--- config.mk ---
export PLATFORM = sky130hd
export DESIGN_NAME = shift_window_path
export DESIGN_NICKNAME = d
export VERILOG_FILES = /design/src/rtl/shift_window_pkg.sv /design/src/rtl/shift_window_path_tap_chain.sv /design/src/rtl/shift_window_path.sv
export SDC_FILE = /design/constraint.sdc
export NUM_CORES = 1
export LEC_CHECK = 0
export CAP_MARGIN = 20
export CORE_ASPECT_RATIO = 1.5
export CORE_MARGIN = 2
export CORE_UTILIZATION = 46
export CTS_CLUSTER_SIZE = 24
export DETAILED_ROUTE_END_ITERATION = 10
export PLACE_DENSITY = 0.92
export SLEW_MARGIN = 0
export SYNTH_ARGS = -nofsm -noshare
export SYNTH_HDL_FRONTEND = slang
export SYNTH_SLANG_ARGS = --single-unit
--- constraint.sdc ---
create_clock -name clk -period 9.55 [get_ports clk]
set_clock_uncertainty 0.2 [all_clocks]
set_input_delay 2.865 -clock clk [delete_from_list [all_inputs] [get_ports clk]]
set_output_delay 2.865 -clock clk [all_outputs]
set_load 0.01 [all_outputs]
--- src/rtl/shift_window_pkg.sv ---
// Shared defaults, legal parameter ranges and counter-width helpers for the
// sliding-window shift buffer.
package shift_window_pkg;

    localparam int DEF_DATA_W = 32;
    localparam int DEF_TAPS   = 6;
    localparam int DEF_STRIDE = 1;

    localparam int TAPS_MIN   = 2;
    localparam int TAPS_MAX   = 16;
    localparam int STRIDE_MIN = 1;

    // Bits needed to hold the values 0..max_val.
    function automatic int cnt_width(input int max_val);
        return (max_val < 1) ? 1 : $clog2(max_val + 1);
    endfunction

    function automatic bit params_ok(input int taps, input int stride);
        return (taps >= TAPS_MIN) && (taps <= TAPS_MAX) &&
               (stride >= STRIDE_MIN) && (stride <= taps);
    endfunction

endpackage

--- src/rtl/shift_window_path_tap_chain.sv ---
// TAPS x DATA_W shift register: tap 0 takes the new word, tap k takes tap k-1.
// Shifts only when enabled; a synchronous zero flushes every tap.
module shift_tap_chain
    import shift_window_pkg::*;
#(
    parameter int DATA_W = DEF_DATA_W,
    parameter int TAPS   = DEF_TAPS
) (
    input  logic                     clk,
    input  logic                     reset,
    input  logic                     i_zero,
    input  logic                     i_shift,
    input  logic [DATA_W-1:0]        i_data,
    output logic [TAPS*DATA_W-1:0]   o_taps
);

    logic [DATA_W-1:0] r_taps [TAPS];

    // NOTE: the tap array is reset explicitly because the window must read as
    // all-zero after reset; use '<=' only here so every tap sees pre-edge values.
    always_ff @(posedge clk or posedge reset) begin
        if (reset) begin
            for (int k = 0; k < TAPS; k++) r_taps[k] <= '0;
        end else if (i_zero) begin
            for (int k = 0; k < TAPS; k++) r_taps[k] <= '0;
        end else if (i_shift) begin
            r_taps[0] <= i_data;
            for (int k = 1; k < TAPS; k++) r_taps[k] <= r_taps[k-1];
        end
    end

    for (genvar g = 0; g < TAPS; g++) begin : g_flat
        assign o_taps[g*DATA_W +: DATA_W] = r_taps[g];
    end

endmodule

--- src/rtl/shift_window_path.sv ---
// Sliding-window buffer: collects pixel words into a TAPS-wide window and
// presents it in parallel, with stride, row-boundary and handshake control.
module shift_window_path
    import shift_window_pkg::*;
#(
    parameter int DATA_W = DEF_DATA_W,
    parameter int TAPS   = DEF_TAPS,
    parameter int STRIDE = DEF_STRIDE
) (
    input  logic                     clk,
    input  logic                     reset,
    input  logic                     clr,
    input  logic                     in_valid,
    output logic                     in_ready,
    input  logic [DATA_W-1:0]        data_in,
    input  logic                     in_last,
    output logic                     out_valid,
    input  logic                     out_ready,
    output logic [TAPS*DATA_W-1:0]   w_out,
    output logic                     out_last,
    output logic                     short_row
);

    localparam int FILL_W = cnt_width(TAPS);
    localparam int STR_W  = cnt_width(STRIDE);
    localparam logic [FILL_W-1:0] FILL_FULL = FILL_W'(TAPS);
    localparam logic [STR_W-1:0]  STR_TERM  = STR_W'(STRIDE);

    if (!params_ok(TAPS, STRIDE)) begin : g_bad_params
        $error("shift_window_path: TAPS must be 2..16 and STRIDE 1..TAPS");
    end

    logic [FILL_W-1:0] r_fill;
    logic [STR_W-1:0]  r_stride_cnt;
    logic              r_out_valid;
    logic              r_out_last;
    logic              r_short_row;

    logic              w_accept;
    logic              w_in_ready;
    logic [FILL_W-1:0] w_fill_after;
    logic              w_full_after;
    logic              w_first;
    logic              w_stride_hit;
    logic              w_emit;
    logic [STR_W-1:0]  w_stride_next;

    assign w_in_ready = !r_out_valid || out_ready;
    assign w_accept   = in_valid && w_in_ready && !clr;

    always_comb begin
        // NOTE: every signal driven here gets a default first so no path can
        // leave it unassigned and infer a latch.
        w_fill_after  = r_fill;
        w_full_after  = 1'b0;
        w_first       = 1'b0;
        w_stride_hit  = 1'b0;
        w_emit        = 1'b0;
        w_stride_next = r_stride_cnt;

        if (r_fill != FILL_FULL) begin
            w_fill_after = r_fill + FILL_W'(1);
            w_first      = 1'b1;
        end
        w_full_after = (w_fill_after == FILL_FULL);
        w_stride_hit = ((r_stride_cnt + STR_W'(1)) == STR_TERM);
        w_emit       = w_accept && w_full_after && (w_first || w_stride_hit);

        // Only accepts made while already full advance the stride count.
        if (w_emit) begin
            w_stride_next = '0;
        end else if (w_accept && !w_first) begin
            w_stride_next = r_stride_cnt + STR_W'(1);
        end
    end

    always_ff @(posedge clk or posedge reset) begin
        if (reset) begin
            r_fill       <= '0;
            r_stride_cnt <= '0;
            r_out_valid  <= 1'b0;
            r_out_last   <= 1'b0;
            r_short_row  <= 1'b0;
        end else if (clr) begin
            r_fill       <= '0;
            r_stride_cnt <= '0;
            r_out_valid  <= 1'b0;
            r_out_last   <= 1'b0;
            r_short_row  <= 1'b0;
        end else begin
            if (w_accept) begin
                // A row end restarts the fill so windows never straddle rows.
                if (in_last) begin
                    r_fill       <= '0;
                    r_stride_cnt <= '0;
                end else begin
                    r_fill       <= w_fill_after;
                    r_stride_cnt <= w_stride_next;
                end
            end

            if (w_emit) begin
                r_out_valid <= 1'b1;
                r_out_last  <= in_last;
            end else if (r_out_valid && out_ready) begin
                r_out_valid <= 1'b0;
                r_out_last  <= 1'b0;
            end

            r_short_row <= w_accept && in_last && !w_full_after;
        end
    end

    shift_tap_chain #(
        .DATA_W (DATA_W),
        .TAPS   (TAPS)
    ) u_tap_chain (
        .clk     (clk),
        .reset   (reset),
        .i_zero  (clr),
        .i_shift (w_accept),
        .i_data  (data_in),
        .o_taps  (w_out)
    );

    assign in_ready  = w_in_ready;
    assign out_valid = r_out_valid;
    assign out_last  = r_out_last;
    assign short_row = r_short_row;

endmodule

==> impl_metrics.yaml <==
yosys:
  synth.area.mux_share_pct: 0.140
  netlist_instances: 471
  async_reset_ff_share_pct: 100
  synth_compound_area_share_pct: 24.7
  synthSimpleGateAreaFrac_pct: 1.65
  syn-num-nets: 511
  ys_ff_latch: 199
  synth_flop_cell: "dfrtp_1"
  synth_warnings: 0
  synth_xor_area_share_pct: 0
  syn_avg_cell_area_um2: 15.1
  yosysSeqAreaShare_pct: 69.9
  synth_top_family_by_area: "compound AO/OA/AOI/OAI gates"
  syn_area_um2: 7130
  synth_fa_ha_area_share_pct: 0.351
  synth.distinct_cells: 29
  synth_edf_count: 0
finish:
  n_antenna_cell: 0
  nets: 725
  final-seq-area_um2: 4980
  syn2layout_area_growth_pct: 42.6
  nFillCells: 1049
  mostFrequentLayoutCells: "clkdlybuf4s50_1 (233), dfrtp_1 (199), a22o_1 (192)"
  final_common_cell: "clkdlybuf4s50_1"
  fin_util_pct: 67.1
  instances_no_fill: 897
  multi_input_area_um2: 1930
  drive_gt1_share_pct: 6.45
drt:
  wl_met1_um: 7440
  top_layer_used: "met4"
  route.detailed.drc: 0
  drtAntennaViolNets: 0
  first_pass_iters: 4
  wl_um: 18800
  wl_met2_um: 9410
  num_vias: 5177
  first_iter_violations: 315
  wl_per_cell_um: 21.0
  wl_met3_um: 886
  routed_via_density: 5.77
cts:
  clk_latency_ps: 420
  post-cts-setup-buffers: 0
  hold_buffers: 0
  cts_max_level: 4
  clock_path_buffers: 2
  cts_tree: "done"
  cts_buffers: 17
  clockRootBuffer: "clkbuf_16"
  clk_pin_slew_ps: 70
  post_cts_resized: 0
  cts_sinks: 199
worst_setup_path:
  worst-path-max-fanout: 3
  cp-end-kind: "primary output"
  critPathLaunchType: "input pin"
  path_class: "in -> out"
  required_ps: 6490
  cp.arrival_ps: 4130
timing:
  finalHoldViolCount: 0
  max_freq_mhz: 139
  fin_tns_setup_ps: 0
  min_period_ps: 7190
  worst-slew-pin-transition_ps: 1070
  setup_viol: 0
  slew-limit-headroom_pct: 28.4
  rsz0062_at_grt: "no"
  period_share_pct: 75.3
  final_max_slew_viol_count: 0
pwr:
  power.total_uw: 1740
  p_leak_uw: 0.00461
  power.density_nw_per_um2: 172
  ir_drop_uv: 106
die:
  ios: 234
  core-area_um2: 15100
  die-area_um2: 16500
  row_count: 55
  die_h_um: 156
  start_util_pct: 47.1
  fp.dieW_um: 106
job:
  maxCapViolCount: 0
global_route:
  grt_pass1_wl_um: 29500
  grt.total_usage_pct: 22.9
  grt_max_degree: 198
  overflow: 0
  grt_pass1_vias: 5382
  antenna_found_initial: 0
placed_design:
  post-dp-hpwl_um: 12800
  port_buffers: 233
  place_inst: 865
  gp_congestion: 0.831
hold_path:
  holdCritPathClass: "reg -> reg"
run_status:
  status: "finished, final reports clean"
==> worst max-delay path, cell delays in order <==
cell and delay (ps):
clkdlybuf4s50_1 440, nor2b_2 240, inv_2 90, clkdlybuf4s50_1 490
==> Yosys cell counts, types with 2 or more instances <==
library cell / instances / area, µm²
nand2_1: 6 / 22.5
inv_1: 4 / 15.0
ha_1: 2 / 25.0
dfrtp_1: 199 / 4980
a21oi_1: 3 / 15.0
nor2_1: 2 / 7.51
o21ai_0: 2 / 10.0
nand3b_1: 2 / 15.0
buf_2: 28 / 140
buf_4: 2 / 15.0
clkbuf_1: 12 / 45.0
a22o_1: 192 / 1680
==> cells by family after synthesis <==
family / count (synthesis)
compound gates: 202
fa+ha+maj: 2
buf+inv: 48
flops: 199
mux: 1
simple gates: 19
==> state kept, by name, summed over array words and instances (netlist names) <==
signal,count
out_last,1
r_fill,3
out_valid,1
u_tap_chain.o_taps,192
r_stride_cnt,1
short_row,1
==> report_power, final <==
| group | total, µW | switching [µW] | internal [µW] |
|---|---|---|---|
| Clock | 701 | 343 | 358 |
| Combinational | 156 | 86.5 | 69.7 |
| Sequential | 886 | 22.0 | 864 |
| Total | 1740 | 451 | 1290 |
==> final cells by class <==
cell class | instances | area share (%)
Tap cell | 199 | 2.45
Clock inverter | 14 | 1.50
Inverter | 5 | 0.259
Clock buffer | 18 | 4.32
Sequential cell | 199 | 49.0
Multi-Input combinational cell | 224 | 19.0
Timing Repair Buffer | 238 | 23.5
==> worst paths after layout <==
kind	from	to	slack, ps	depth (start not counted)
setup / recovery	out_ready	in_ready	2360	4
max in group asynchronous	reset	u_tap_chain.o_taps[125]	4860	3
hold / removal	r_stride_cnt	r_stride_cnt	290	1
min in group asynchronous	reset	u_tap_chain.o_taps[173]	2790	2
hold reg to reg	r_stride_cnt	r_stride_cnt	290	1
setup reg to reg	out_valid	r_fill[1]	6480	6
==> stage by stage <==
stage	area, µm²	worst slack (ps)	hold WS (ps)
CTS	10200	2360	295
detailed placement	9570	2370	279
floorplan	7130	1060	261
global placement	9570	2400	282
global route	10200	2340	324
finish	10200	2360	293
==> routing by layer <==
layer	GRT usage (%)	vias up
li1	-	2260
met4	13.7	0
met3	4.66	61
met1	28.1	2625
met2	37.4	231
met5	0	-
Note: power is estimated with default switching activity, not from simulation.
